==> src/rtl/and_result_fifo.sv <==
// -----------------------------------------------------------------------------
// and_result_fifo
//
// First-word-fall-through buffer for the bitwise-AND result words. It accepts
// one word per clock from a producer that cannot be stalled. It hands the words
// to a consumer in order over a valid/ready handshake. A push that arrives
// while the buffer is full is dropped. Dropped pushes set a sticky flag and
// bump a saturating counter.
//
// Parameters:
//   WIDTH   data word width
//   DEPTH   number of entries (power of two, >= 2)
//   ADDR_W  pointer width, log2(DEPTH)
//
// Ports:
//   clk        rising-edge clock
//   rst_n      asynchronous active-low reset
//   in_valid   push request this cycle
//   in_data    word to store
//   out_valid  head entry present (registered count != 0)
//   out_ready  consumer takes the head entry this cycle
//   out_data   head entry, 0 while empty
//   count      occupancy, 0..DEPTH
//   full       count == DEPTH
//   overflow   sticky, set by the first dropped push
//   drop_cnt   dropped pushes, saturating at 255
// -----------------------------------------------------------------------------
module and_result_fifo #(
   parameter int WIDTH  = 4,
   parameter int DEPTH  = 4,
   parameter int ADDR_W = 2
) (
   input  logic              clk,
   input  logic              rst_n,
   input  logic              in_valid,
   input  logic [WIDTH-1:0]  in_data,
   output logic              out_valid,
   input  logic              out_ready,
   output logic [WIDTH-1:0]  out_data,
   output logic [ADDR_W:0]   count,
   output logic              full,
   output logic              overflow,
   output logic [7:0]        drop_cnt
);

   localparam logic [ADDR_W:0]   FULL_CNT = (ADDR_W+1)'(DEPTH);
   localparam logic [ADDR_W-1:0] PTR_ONE  = ADDR_W'(1);
   localparam logic [ADDR_W:0]   CNT_ONE  = (ADDR_W+1)'(1);

   logic [WIDTH-1:0]  mem [DEPTH];
   logic [ADDR_W-1:0] wr_ptr;
   logic [ADDR_W-1:0] rd_ptr;
   logic [ADDR_W:0]   count_q;
   logic              overflow_q;
   logic [7:0]        drop_cnt_q;

   logic pop;
   logic push_ok;
   logic drop;

   // Increment that holds at the all-ones value instead of wrapping.
   function automatic logic [7:0] sat_inc8(input logic [7:0] v);
      return (v == 8'hFF) ? v : v + 8'd1;
   endfunction

   // Status comes only from the registered occupancy.
   assign count     = count_q;
   assign full      = (count_q == FULL_CNT);
   assign out_valid = (count_q != '0);
   assign overflow  = overflow_q;
   assign drop_cnt  = drop_cnt_q;

   // A pop frees a slot on the same edge, so a push into a full FIFO is still
   // accepted when the consumer takes the head in that cycle.
   assign pop     = out_valid & out_ready;
   assign push_ok = in_valid & (~full | pop);
   assign drop    = in_valid & full & ~pop;

   // Fall-through read. The result is forced to zero while empty, so a reset
   // never exposes a stale entry.
   assign out_data = out_valid ? mem[rd_ptr] : '0;

   // ---- storage write (array contents are not reset) ----
   always_ff @(posedge clk) begin
      if (push_ok) begin
         mem[wr_ptr] <= in_data;
      end
   end

   // ---- pointers, occupancy and drop tracking ----
   always_ff @(posedge clk or negedge rst_n) begin
      if (!rst_n) begin
         wr_ptr     <= '0;
         rd_ptr     <= '0;
         count_q    <= '0;
         overflow_q <= 1'b0;
         drop_cnt_q <= 8'd0;
      end else begin
         if (push_ok) begin
            wr_ptr <= wr_ptr + PTR_ONE;
         end
         if (pop) begin
            rd_ptr <= rd_ptr + PTR_ONE;
         end
         if (push_ok && !pop) begin
            count_q <= count_q + CNT_ONE;
         end else if (pop && !push_ok) begin
            count_q <= count_q - CNT_ONE;
         end
         if (drop) begin
            overflow_q <= 1'b1;
            drop_cnt_q <= sat_inc8(drop_cnt_q);
         end
      end
   end

endmodule

==> config.mk <==
export PLATFORM = sky130hd
export DESIGN_NAME = and_result_fifo
export DESIGN_NICKNAME = d
export VERILOG_FILES = /design/src/rtl/and_result_fifo.sv
export SDC_FILE = /design/constraint.sdc
export NUM_CORES = 1
export LEC_CHECK = 0
export BUFFER_PORTS_ARGS = -buffer_cell sky130_fd_sc_hd__buf_4
export CAP_MARGIN = 20
export CORE_AREA = 5 5 50 73
export DETAILED_ROUTE_END_ITERATION = 6
export DIE_AREA = 0 0 55 78
export PLACE_DENSITY_LB_ADDON = 0.25
export SLEW_MARGIN = 10
export SYNTH_ARGS = -nofsm -noshare
export SYNTH_HDL_FRONTEND = slang
export SYNTH_SLANG_ARGS = --single-unit
==> constraint.sdc <==
create_clock -name clk -period 2.9 [get_ports clk]
set_input_delay 0.145 -clock clk [delete_from_list [all_inputs] [get_ports clk]]
set_output_delay 0.145 -clock clk [all_outputs]
set_load 0.02 [all_outputs]
# Word-level counts from Yosys, hierarchy flattened
# Memories as Yosys holds them, arrays and structs flattened.
# Index checks and enable logic that the tools add are counted.
word_totals:
  regBits: 16
  ram_bits: 16
  output_inout_bits: 18
  wordCells: 33
  n_memories: 1
classes:
  add_sub_neg: 5
  eq_ne: 2
  mux: 5
  bitwise: 8
  n_reduce_logical: 7
memory_table:
  columns: ["memory", "depth", "width", "read_ports", "rd_clocked_by_memory_dff", "wr", "line", "source"]
  rows:
  - ["mem", 4, 4, 1, 0, 1, "50", "logic [WIDTH-1:0] mem [DEPTH];"]
ops:
  columns: ["op", "count"]
  rows:
  - ["$add 8x1->8 const B", 1]
  - ["$eq 8x8->1 const B", 1]
  - ["$mux 3", 2]
  - ["$add 2x1->2 const B", 2]
  - ["$and 1x1->1", 4]
  - ["$mux 4", 1]
  - ["$add 3x1->3 const B", 1]
  - ["$eq 3x3->1 const B", 1]
  - ["$not 1->1", 3]
  - ["$reduce_bool 3->1", 1]
  - ["$sub 3x1->3 const B", 1]
  - ["$logic_and 1x1->1", 2]
  - ["$logic_not 1->1", 2]
  - ["$mux 1", 2]
  - ["$reduce_and 2->1", 1]
  - ["$reduce_bool 2->1", 1]
  - ["$or 1x1->1", 1]

# Depth between registers and ports, before layout
depth:
  depth_word: 8
  mapped_depth: 9
  ltp_nobuf: 8

# Least setup slack after synthesis
# OpenSTA, ideal clock, no wires.
synth_path:
  path_kind: "flip-flop to flip-flop"
  startpoint: "reg count_q[1] (netlist: count[1])"
  endpoint: "reg count_q[2] (netlist: count[2])"
  setup_ns: 0.080
  arrival_time_ns: 2.316
  t_required_ns: 2.820
  setup_slack_ns: 0.504
  stages_incl_launch_ff: 10
  path_buffers: 1
  synth_period_minus_slack_ns: 2.396
  path_cell_list: "dfrtp_1 > or3_2 > clkbuf_1 > nand2_1 > ha_1 > inv_1 > fa_1 > xor2_1 > nor2_1 > xor2_1"
synth_between:
  elab_chain_len: 7
  elab_cells_between_ends: 15
  classes_between: "add/sub (2); eq/ne (1); mux (2); bitwise (4); reduce/logical (6)"
synth_lines:
  columns: ["item", "line", "source"]
  rows:
  - ["start: declaration", "53", "logic [ADDR_W:0] count_q;"]
  - ["start signal: assignment", "106", "count_q <= count_q + CNT_ONE;"]
  - ["start signal: assignment", "108", "count_q <= count_q - CNT_ONE;"]
  - ["$reduce_bool 3->1 (*)", "69", "assign out_valid = (count_q != '0);"]
  - ["via out_valid", "37", "output logic out_valid,"]
  - ["$and 1x1->1 (*)", "75", "assign pop = out_valid & out_ready;"]
  - ["$or 1x1->1", "76", "assign push_ok = in_valid & (~full | pop);"]
  - ["$and 1x1->1", "76", null]
  - ["$logic_not 1->1", "107", "end else if (pop && !push_ok) begin"]
  - ["$logic_and 1x1->1", "107", null]
  - ["$reduce_bool 2->1 (no source line)", null, null]
# Mark *: on every way through the listed nets, which the timed path passes. The rest lies on a longest branch. The select of a mux whose other input is x is not followed.
# A chain may end at the register's enable or synchronous reset.

# Worst setup path in the final report
layout_path:
  startpoint: "reg count_q[1] (netlist: count[1])"
  endpoint: "reg count_q[2] (netlist: count[2])"
layout_between:
  elab_chain_len: 7
  elab_cells_between_ends: 15
  classes_between: "add/sub (2); eq/ne (1); mux (2); bitwise (4); reduce/logical (6)"
layout_lines:
  columns: ["item", "line"]
  rows:
  - ["$reduce_bool 3->1 / $eq 3x3->1 (equally long branches)", "69, 68"]
  - ["$and 1x1->1 / $not 1->1 (equally long branches)", "75, 76"]
  - ["$or 1x1->1", "76"]
  - ["$and 1x1->1", "76"]
  - ["$logic_not 1->1", "107"]
  - ["$logic_and 1x1->1", "107"]
  - ["$reduce_bool 2->1 (no source line)", null]
# Parallel ways exist; a longest one is shown, timed or not. The select of a mux whose other input is x is not followed.

==> results_dict.tcl <==
set metrics [dict create \
    status "finished clean" \
    vias 883 \
    layout_commonest_cell "buf_4" \
    avgRoutedWirePerCell_um 15.09 \
    grt_max_degree 17 \
    maxSlewViolCount 0 \
    drc 0 \
    clkTransAtPathRegs_ps 70 \
    die_area_sq_mm 0.004290 \
    tritoncts "done" \
    postLayoutCellArea_sq_mm 0.001823 \
    p_leak_nw 0.7730 \
    fmax_mhz 435.7 \
    netlist_area_sq_mm 0.001509 \
    vias_per_cell 5.104 \
    register_area_sq_um 880.8 \
    ys_types 31 \
    grt_pass1_vias 1014 \
    cp.arrival_ps 2490 \
    io_buffers 25 \
    drive_gt1_frac 0.3433 \
    r2r_cells 8 \
    crit_path_start_kind "flip-flop" \
    area_delta_synth_final_pct 20.81 \
    post_cts_buffers 0 \
    hold_path_startpoint "in_data[0]" \
    rsz0062_at_grt "false" \
    synth_cells 102 \
    power_density_mw_per_mm2 959.4 \
    diodes 0 \
    io_pins 26 \
    yosysWarnings 0 \
    rows 24 \
    yosysSeqAreaShare 0.5837 \
    root_buffer "clkbuf_8" \
    r2r-end "count[2]$_DFFE_PN0P_" \
    hold_viol_final 0 \
    htreeDepth 2 \
    cts.sinks 32 \
    grt_pass1_wl_mm 4.505 \
    reg2reg_slack_ps 610 \
    place_area_sq_mm 0.001733 \
    postCtsResizedCells 0 \
    numCtsBuffers 5 \
    cap_violations 0 \
    drtPass1Iterations 3 \
    regToRegStartpoint "count[1]$_DFFE_PN0P_" \
    final_cell_mix "buf_4 (26), dfrtp_1 (16), edfxtp_1 (16)" \
    gp_congestion 0.7834 \
    tightest_slew_ps 330.5 \
    critPathKind "reg2reg" \
    grt_usage 0.1437 \
    antenna_found_initial 0 \
    initial_core_util 0.5180 \
    cp.required_ps 3100 \
    coreArea_sq_mm 0.002913 \
    fin_nets 148 \
    end_kind "flip-flop" \
    setup_viol 0 \
    wirelength_mm 2.610 \
    finalCritPeriodShare 0.7914 \
    die_y_um 78 \
    multi_input_area_sq_um 593.1 \
    fin_crit_ps 2295 \
    drt_first_iter_violations 15 \
    cts_buffer_depth 2 \
    hold_end "mem[2][0]$_DFFE_PP_" \
    holdPathStages 1 \
    syn_nets 117 \
    ant_nets 0 \
    synth_seq_cells 32 \
    clkLatencyLatePin_ps 280 \
    fin_skew_ps 8.776 \
    crit_fanout 7 \
    nFillCells 235 \
    synth_area_per_cell_sq_um 14.79 \
    maxSlewHeadroom 0.7786 \
    min_path_type "in2reg" \
    die_x_um 55 \
    peakVddDrop_v 0.0005661 \
    dpl.hpwl_mm 1.959 \
    finalSetupTns_ps 0 \
    grt-ovfl-total 0 \
]
cell type report:
cell class              instances  share of cell area
inverters                       4            0.008236
multi-input cells              63              0.3253
clock buffers                   7             0.04187
flip-flops and latches         32              0.4832
well taps                      39             0.02677
repair buffers                 27              0.1126
clock inverters                 1            0.002059
registers in the layout, indices dropped and copies added, names as in the netlist:
register and count:
mem 16, drop_cnt 8, count 3, rd_ptr 2, wr_ptr 2, overflow 1
critical path: stages (launching register included):
cell	delay (ps)
dfrtp_1	470
or3_2	550
nand2_1	140
ha_1	180
inv_1	60
fa_1	380
xor2_1	150
nor2_1	120
xor2_1	170
per-stage QoR:
step	hold WS (ps)	total power, mW	util	std cells	worst slack, ps
CTS	65.28	1.776	0.6259	173	566.7
floorplan	-150.6	1.198	-	102	504.4
global placement	14.97	1.431	0.5949	164	709.3
detailed placement	17.72	1.453	0.5949	164	564.2
global route	60.70	1.872	0.6259	173	422.2
finish	72.11	1.749	0.6259	173	605.0
kinds of logic (layout without fill, tap and decap cells):
kind of cell	Yosys count	after routing	synth area share
multiplexers	11	11	0.1161
XOR/XNOR	8	8	0.04644
AND/OR/NAND/NOR	31	31	0.1352
AO/OA/AOI/OAI	6	6	0.03234
flip-flops	32	32	0.5837
buffers and inverters	7	39	0.02321
adder cells (fa/ha/maj)	7	7	0.06302
worst max path at each step:
stage	from	endpoint
floorplan	count[1]$_DFFE_PN0P_	count[2]$_DFFE_PN0P_
global placement	count[1]$_DFFE_PN0P_	count[2]$_DFFE_PN0P_
detailed placement	count[1]$_DFFE_PN0P_	count[2]$_DFFE_PN0P_
CTS	count[1]$_DFFE_PN0P_	count[2]$_DFFE_PN0P_
global route	count[1]$_DFFE_PN0P_	count[2]$_DFFE_PN0P_
finish	count[1]$_DFFE_PN0P_	count[2]$_DFFE_PN0P_
per-layer routing:
metal,vias up,wire [um],track usage,share of wire
met5,-,0,0,0
met3,6,133,0.04789,0.051
met2,26,1318,0.2275,0.50
met4,0,33,0.05109,0.013
li1,435,-,-,-
met1,416,1125,0.1787,0.43
where the power goes:
part | internal (mW) | switching [mW] | leakage, nW
Sequential | 0.606 | 0.130 | 0.342
Combinational | 0.362 | 0.335 | 0.391
Clock | 0.167 | 0.150 | 0.0399
synthesized netlist by cell type, drive strengths merged:
| cell | n | share of area |
|---|---|---|
| a21o | 1 | 0.0058 |
| a21oi | 2 | 0.0066 |
| a41oi | 1 | 0.0058 |
| and2 | 10 | 0.041 |
| and3 | 2 | 0.0083 |
| and4 | 2 | 0.012 |
| buf | 2 | 0.011 |
| clkbuf | 1 | 0.0025 |
| dfrtp | 16 | 0.27 |
| edfxtp | 16 | 0.32 |
| fa | 1 | 0.013 |
| ha | 6 | 0.050 |
| inv | 4 | 0.0099 |
| mux2 | 6 | 0.050 |
| mux2i | 1 | 0.0066 |
| mux4 | 4 | 0.060 |
| nand2 | 4 | 0.0099 |
| nand2b | 1 | 0.0041 |
| nand3 | 4 | 0.013 |
| nand4 | 3 | 0.012 |
| nor2 | 1 | 0.0025 |
| nor2b | 1 | 0.0058 |
| nor3b | 1 | 0.0050 |
| nor4b | 1 | 0.016 |
| o2111ai | 1 | 0.0058 |
| o211ai | 1 | 0.0083 |
| or3 | 1 | 0.0050 |
| xnor2 | 6 | 0.035 |
| xor2 | 2 | 0.012 |
timing repair:
action                     4_1_cts  5_1_grt
setup endpoints to repair        0        0
hold buffers                     1        0
hold endpoints to repair        16        0
Note: power is estimated with default switching activity, not from simulation.
